$ cat src/rtl/mcycle_ctrl.sv
// -----------------------------------------------------------------------------
// mcycle_ctrl
//   Multi-cycle multiply/divide sequencer in the Execute stage. It takes one
//   operation per Start and runs WIDTH iterations of shift-add multiply or
//   restoring divide on operand magnitudes. It applies the sign correction
//   when it registers the result.
//
// Ports
//   CLK       in   rising-edge clock
//   Reset     in   asynchronous, active-high reset
//   Start     in   operation request (level, sampled on the rising edge)
//   MCycleOp  in   00 MULU, 01 MUL (signed), 10 DIVU, 11 DIV (signed)
//   Operand1  in   multiplicand / dividend
//   Operand2  in   multiplier / divisor
//   Result1   out  low product half / quotient
//   Result2   out  high product half / remainder
//   Busy      out  stall request to the hazard unit (combinational)
//   Done      out  one-cycle pulse, results valid
// -----------------------------------------------------------------------------
module mcycle_ctrl #(
  parameter int WIDTH = 32
) (
  input  logic             CLK,
  input  logic             Reset,
  input  logic             Start,
  input  logic [1:0]       MCycleOp,
  input  logic [WIDTH-1:0] Operand1,
  input  logic [WIDTH-1:0] Operand2,
  output logic [WIDTH-1:0] Result1,
  output logic [WIDTH-1:0] Result2,
  output logic             Busy,
  output logic             Done
);

  localparam int CNT_W = $clog2(WIDTH) + 1;
  localparam logic [CNT_W-1:0] LAST = CNT_W'(WIDTH - 1);

  localparam logic [1:0] S_IDLE = 2'd0;
  localparam logic [1:0] S_COMP = 2'd1;
  localparam logic [1:0] S_DONE = 2'd2;

  function automatic logic [WIDTH-1:0] neg_w(input logic [WIDTH-1:0] x);
    return -x;
  endfunction

  function automatic logic [2*WIDTH-1:0] neg_2w(input logic [2*WIDTH-1:0] x);
    return -x;
  endfunction

  logic [1:0]         state_q, state_d;
  logic [CNT_W-1:0]   cnt_q, cnt_d;
  logic [1:0]         op_q, op_d;
  logic               sign_a_q, sign_a_d;
  logic               sign_b_q, sign_b_d;
  // MUL: {upper accumulator, multiplier}; DIV: {remainder, quotient}
  logic [2*WIDTH-1:0] acc_q, acc_d;
  // MUL: multiplicand magnitude; DIV: divisor magnitude
  logic [WIDTH-1:0]   b_q, b_d;
  // Raw dividend, returned as the remainder on divide by zero
  logic [WIDTH-1:0]   dividend_q, dividend_d;
  logic [WIDTH-1:0]   res1_q, res1_d;
  logic [WIDTH-1:0]   res2_q, res2_d;

  logic               is_signed;
  logic               neg_a, neg_b;
  logic [WIDTH-1:0]   mag_a, mag_b;
  logic [WIDTH:0]     mul_sum;
  logic [2*WIDTH-1:0] mul_step;
  logic [WIDTH:0]     div_sh;
  logic [WIDTH:0]     div_diff;
  logic [2*WIDTH-1:0] div_step;
  logic [2*WIDTH-1:0] step;
  logic [2*WIDTH-1:0] prod_fix;
  logic [WIDTH-1:0]   quo_fix, rem_fix;

  assign Busy    = (state_q == S_COMP) | (Start & (state_q != S_COMP));
  assign Done    = (state_q == S_DONE);
  assign Result1 = res1_q;
  assign Result2 = res2_q;

  always_comb begin
    state_d    = state_q;
    cnt_d      = cnt_q;
    op_d       = op_q;
    sign_a_d   = sign_a_q;
    sign_b_d   = sign_b_q;
    acc_d      = acc_q;
    b_d        = b_q;
    dividend_d = dividend_q;
    res1_d     = res1_q;
    res2_d     = res2_q;

    // Operand capture: magnitudes plus saved signs for signed ops
    is_signed = MCycleOp[0];
    neg_a     = is_signed & Operand1[WIDTH-1];
    neg_b     = is_signed & Operand2[WIDTH-1];
    mag_a     = neg_a ? neg_w(Operand1) : Operand1;
    mag_b     = neg_b ? neg_w(Operand2) : Operand2;

    // One multiply iteration: conditional add into the upper half (carry kept), shift right
    mul_sum  = {1'b0, acc_q[2*WIDTH-1:WIDTH]} + {1'b0, b_q};
    mul_step = acc_q[0] ? {mul_sum, acc_q[WIDTH-1:1]} : {1'b0, acc_q[2*WIDTH-1:1]};

    // One restoring-divide iteration: shift pair left, trial subtract
    div_sh   = {acc_q[2*WIDTH-1:WIDTH], acc_q[WIDTH-1]};
    div_diff = div_sh - {1'b0, b_q};
    div_step = div_diff[WIDTH] ? {div_sh[WIDTH-1:0], acc_q[WIDTH-2:0], 1'b0}
                               : {div_diff[WIDTH-1:0], acc_q[WIDTH-2:0], 1'b1};

    step = op_q[1] ? div_step : mul_step;

    // Sign correction applied to the final iteration's value
    prod_fix = (sign_a_q ^ sign_b_q) ? neg_2w(step) : step;
    quo_fix  = (sign_a_q ^ sign_b_q) ? neg_w(step[WIDTH-1:0]) : step[WIDTH-1:0];
    rem_fix  = sign_a_q ? neg_w(step[2*WIDTH-1:WIDTH]) : step[2*WIDTH-1:WIDTH];

    case (state_q)
      S_COMP: begin
        acc_d = step;
        cnt_d = cnt_q + CNT_W'(1);
        if (cnt_q == LAST) begin
          state_d = S_DONE;
          if (!op_q[1]) begin
            {res2_d, res1_d} = prod_fix;
          end else if (b_q == '0) begin
            res1_d = '1;
            res2_d = dividend_q;
          end else begin
            res1_d = quo_fix;
            res2_d = rem_fix;
          end
        end
      end
      default: begin
        // IDLE or DONE: a new Start is accepted in either
        if (Start) begin
          state_d    = S_COMP;
          cnt_d      = '0;
          op_d       = MCycleOp;
          sign_a_d   = neg_a;
          sign_b_d   = neg_b;
          dividend_d = Operand1;
          if (MCycleOp[1]) begin
            acc_d = {{WIDTH{1'b0}}, mag_a};
            b_d   = mag_b;
          end else begin
            acc_d = {{WIDTH{1'b0}}, mag_b};
            b_d   = mag_a;
          end
        end else begin
          state_d = S_IDLE;
        end
      end
    endcase
  end

  always_ff @(posedge CLK or posedge Reset) begin
    if (Reset) begin
      state_q    <= S_IDLE;
      cnt_q      <= '0;
      op_q       <= '0;
      sign_a_q   <= 1'b0;
      sign_b_q   <= 1'b0;
      acc_q      <= '0;
      b_q        <= '0;
      dividend_q <= '0;
      res1_q     <= '0;
      res2_q     <= '0;
    end else begin
      state_q    <= state_d;
      cnt_q      <= cnt_d;
      op_q       <= op_d;
      sign_a_q   <= sign_a_d;
      sign_b_q   <= sign_b_d;
      acc_q      <= acc_d;
      b_q        <= b_d;
      dividend_q <= dividend_d;
      res1_q     <= res1_d;
      res2_q     <= res2_d;
    end
  end

endmodule

$ cat config.mk
export PLATFORM = sky130hd
export DESIGN_NAME = mcycle_ctrl
export DESIGN_NICKNAME = d
export VERILOG_FILES = /design/src/rtl/mcycle_ctrl.sv
export SDC_FILE = /design/constraint.sdc
export NUM_CORES = 1
export LEC_CHECK = 0
export ABC_CLOCK_PERIOD_IN_PS = 15800
export CAP_MARGIN = 20
export CORE_ASPECT_RATIO = 0.75
export CORE_MARGIN = 2
export CORE_UTILIZATION = 55
export CTS_CLUSTER_DIAMETER = 200
export CTS_CLUSTER_SIZE = 14
export DETAILED_ROUTE_END_ITERATION = 8
export GPL_ROUTABILITY_DRIVEN = 1
export PLACE_DENSITY = 0.76
export SETUP_SLACK_MARGIN = 0.5
export SKIP_CTS_REPAIR_TIMING = 1
export SYNTH_ARGS = -nofsm -noshare
export SYNTH_HDL_FRONTEND = slang
export SYNTH_SLANG_ARGS = --single-unit
$ cat constraint.sdc
create_clock -name CLK -period 15.8 [get_ports CLK]
set_clock_uncertainty 0.1 [all_clocks]
set_input_delay 1.58 -clock CLK [delete_from_list [all_inputs] [get_ports CLK]]
set_output_delay 1.58 -clock CLK [all_outputs]
set_load 0.01 [all_outputs]
==> impl_metrics.py <==
metrics = {
    "status": {
        "status": "complete, no violations",
    },
    "die": {
        "die_w_um": 214,
        "core-area_um2": 32500,
        "initial_core_util_pct": 56.0,
        "die_h_um": 162,
        "die_area_um2": 34600,
        "num_rows": 57,
        "io_pins": 135,
    },
    "drt": {
        "post_drt_via_cell_ratio": 6.84,
        "postRouteAntennaNets": 0,
        "drc": 0,
        "totalWireLength_um": 73200,
        "wl_per_cell_um": 26.1,
        "vias": 19200,
        "firstDrtPassIters": 6,
        "drtIter0Drc": 2594,
    },
    "cells_and_area": {
        "fin_nets": 2498,
        "final_util_pct": 62.3,
        "areaGrowthSynthToFinish_pct": 11.2,
        "finalNonFillerCells": 2802,
        "drive_gt1_share_pct": 6.32,
        "finalInstanceArea_um2": 20300,
        "num-fill-cells": 2959,
        "regArea_um2": 5080,
        "multi_input_area_um2": 12300,
    },
    "synthesis": {
        "syn-num-nets": 2468,
        "synth_cell_types": 98,
        "synthCells": 2328,
        "synth-main-ff-cell": "dfrtp_1",
        "async_flop_share_pct": 100,
        "ys_seq_area_share_pct": 27.9,
        "synth_area_um2": 18200,
        "ys_warn_count": 0,
        "ys_ff_latch": 203,
        "synth_area_per_cell_um2": 7.83,
        "synth_edf_count": 0,
    },
    "global_routing": {
        "antenna_found_initial": 3,
        "grt_pass1_vias": 17100,
        "grt_max_degree": 144,
        "gr-total-overflow": 0,
        "gr-usage-all-layers_pct": 41.2,
        "grt_pass1_wl_um": 109000,
    },
    "timing": {
        "maxSlewHeadroom_pct": 22.6,
        "setup_viol_count_final": 0,
        "worst_pin_slew_ps": 1150,
        "drv_slew": 0,
        "rsz0062_at_grt": "false",
        "timing.fmax_ghz": 0.142,
        "period_share_pct": 44.7,
        "finalSetupTns_ps": 0,
        "period_needed_ps": 7060,
        "hold_violations": 0,
    },
    "cts": {
        "cts.reportedPaths.clkPinSlew_ps": 80,
        "cts_buffer_depth": 3,
        "clock-root-buffer": "clkbuf_16",
        "clock_sinks": 203,
        "htreeDepth": 1,
        "clock_latency_ps": 530,
        "cts_tree": "done",
        "cts_buffers": 18,
    },
    "critical_path": {
        "timing.rr.start": "acc_q[31]$_DFFE_PP0P_",
        "critPathRequiredTime_ps": 16120,
        "critPathMaxFanout": 22,
        "timing.rr.end": "Result2[24]$_DFFE_PP0P_",
        "setup.worst_path.start_class": "flop",
        "crit_path_top_delay_cell": "nor4_4",
        "crit_top_cell": "nand2_1",
        "cpPeakStageDelay_ps": 810,
        "crit_chain": "inv_1, ha_1, fa_1, nand2b_1, a21oi_2, o211ai_2, a21boi_2, or3_4, nand2_1, nand2_1, o21ai_0, a21oi_1, ha_1, nand3_1, or3_1, o221a_2, nor4_4, nand2_1, or4_1, o21ai_1, xor2_1, o311ai_1",
        "cp-end-kind": "flop",
        "r2r_cells": 22,
        "reg2reg_slack_ps": 8740,
        "crit_type": "reg -> reg",
        "critPathArrivalTime_ps": 7380,
    },
    "hold_path": {
        "hp-class": "reg -> reg",
        "min_from": "dividend_q[25]$_DFFE_PP0P_",
        "holdPathStages": 2,
        "min_delay_worst_endpoint": "dividend_q[25]$_DFFE_PP0P_",
    },
    "place": {
        "placed_area_um2": 19700,
        "placed_cells": 2775,
        "routabilityCongestion": 1.02,
        "place_hpwl_um": 55800,
        "numPortBuffers": 134,
    },
    "run": {
        "maxCapViolCount": 0,
    },
}
[sequential cells by signal, summed over array words and instances (netlist names), 2 cells and up]
signal      flops
dividend_q     32
acc_q          64
b_q            32
cnt_q           6
Result1        32
state_q         2
Result2        32
[metal layers]
layer  part of all wire [%]  routed length, um  GRT usage, %
met3                     14              10300          14.5
met1                     44              32400          61.8
met5                  0.035                 26             0
met2                     38              28000          54.7
met4                    3.5               2570          12.7
[worst max-delay path: cells and delay by family (launching register included)]
family / cells / cell delay, ps
xor gates and xnor gates: 1 / 90
DFF: 1 / 440
adders and majority gates: 3 / 920
and+or+nand+nor: 9 / 3450
buffers and inverters: 1 / 70
AOI/OAI and AO/OA: 8 / 1920
[layout make-up]
type,count,share of cell area [%]
diodes,1,0.0124
repair buffers,162,7.83
flip-flops and latches,203,25.1
clock buffers,20,2.37
inverters,68,1.30
clock inverters,1,0.0432
multi-input cells,1905,60.6
well taps,442,2.73
[through the flow]
stage | hold slack (ps) | worst slack, ps
2_1_floorplan | 345 | 8580
3_3_place_gp | 359 | 9180
3_5_place_dp | 368 | 8910
4_1_cts | 382 | 8920
5_1_grt | 409 | 8290
6_report | 384 | 8740
[worst max-delay path by stage]
| stage | start | end | depth (start not counted) |
|---|---|---|---|
| 2_1_floorplan | Reset | Result1[0]$_DFFE_PP0P_ | 1 |
| 3_3_place_gp | acc_q[31]$_DFFE_PP0P_ | Result2[30]$_DFFE_PP0P_ | 22 |
| 6_report | acc_q[31]$_DFFE_PP0P_ | Result2[24]$_DFFE_PP0P_ | 22 |
| 3_5_place_dp | acc_q[31]$_DFFE_PP0P_ | Result2[24]$_DFFE_PP0P_ | 22 |
| 5_1_grt | acc_q[31]$_DFFE_PP0P_ | Result2[30]$_DFFE_PP0P_ | 22 |
| 4_1_cts | acc_q[31]$_DFFE_PP0P_ | Result2[24]$_DFFE_PP0P_ | 22 |
[layout by cell type (no fill, tap or decap), drive strengths merged, types with 14 or more instances in the layout]
cell / count
clkbuf: 22
o211ai: 31
a21boi: 15
or3: 21
nor2: 226
ha: 69
nand3: 58
mux2: 32
mux2i: 47
a211oi: 67
o31ai: 20
nand2: 237
and3: 25
nor4: 31
xnor2: 99
nand2b: 18
a211o: 14
buf: 27
dfrtp: 203
a21oi: 225
o21ai: 210
and2: 15
a21o: 30
nand4: 29
inv: 68
clkdlybuf4s50: 133
nor3: 50
a31oi: 40
o21a: 24
nor2b: 22
xor2: 74
[logic make-up (layout without fill, tap and decap cells)]
kind of cell / Yosys count / after routing / synth area share [%]
XOR/XNOR: 173 / 173 / 8.31
flip-flops: 203 / 203 / 27.9
other: 0 / 1 / 0
adder cells (fa/ha/maj): 71 / 71 / 4.96
AND/OR/NAND/NOR: 773 / 773 / 20.2
multiplexers: 79 / 79 / 4.56
AO/OA/AOI/OAI: 809 / 809 / 29.1
buffers and inverters: 220 / 251 / 5.00
[cells in the mapped netlist, types with 22 or more instances]
cell | count | share of area, %
o211ai_1 | 30 | 1.2
clkbuf_1 | 105 | 2.2
nor2_1 | 224 | 4.6
xor2_1 | 74 | 3.6
nand2_1 | 237 | 4.9
a31oi_1 | 38 | 1.3
a211oi_1 | 60 | 2.5
o21ai_0 | 195 | 5.4
a21oi_1 | 217 | 6.0
mux2_2 | 32 | 2.0
and3_1 | 25 | 0.86
nand4_1 | 28 | 0.96
o21a_1 | 24 | 0.99
nor3_1 | 50 | 1.4
nand3_1 | 57 | 1.6
nor4_1 | 28 | 0.96
a21o_1 | 30 | 1.2
inv_1 | 67 | 1.4
nor2b_1 | 22 | 0.76
mux2i_1 | 47 | 2.6
xnor2_1 | 99 | 4.8
dfrtp_1 | 203 | 28
ha_1 | 69 | 4.7
Power is left out: the tool's default activity adds up to more than one toggle a clock period on the data nets, which glitch-free logic cannot reach.
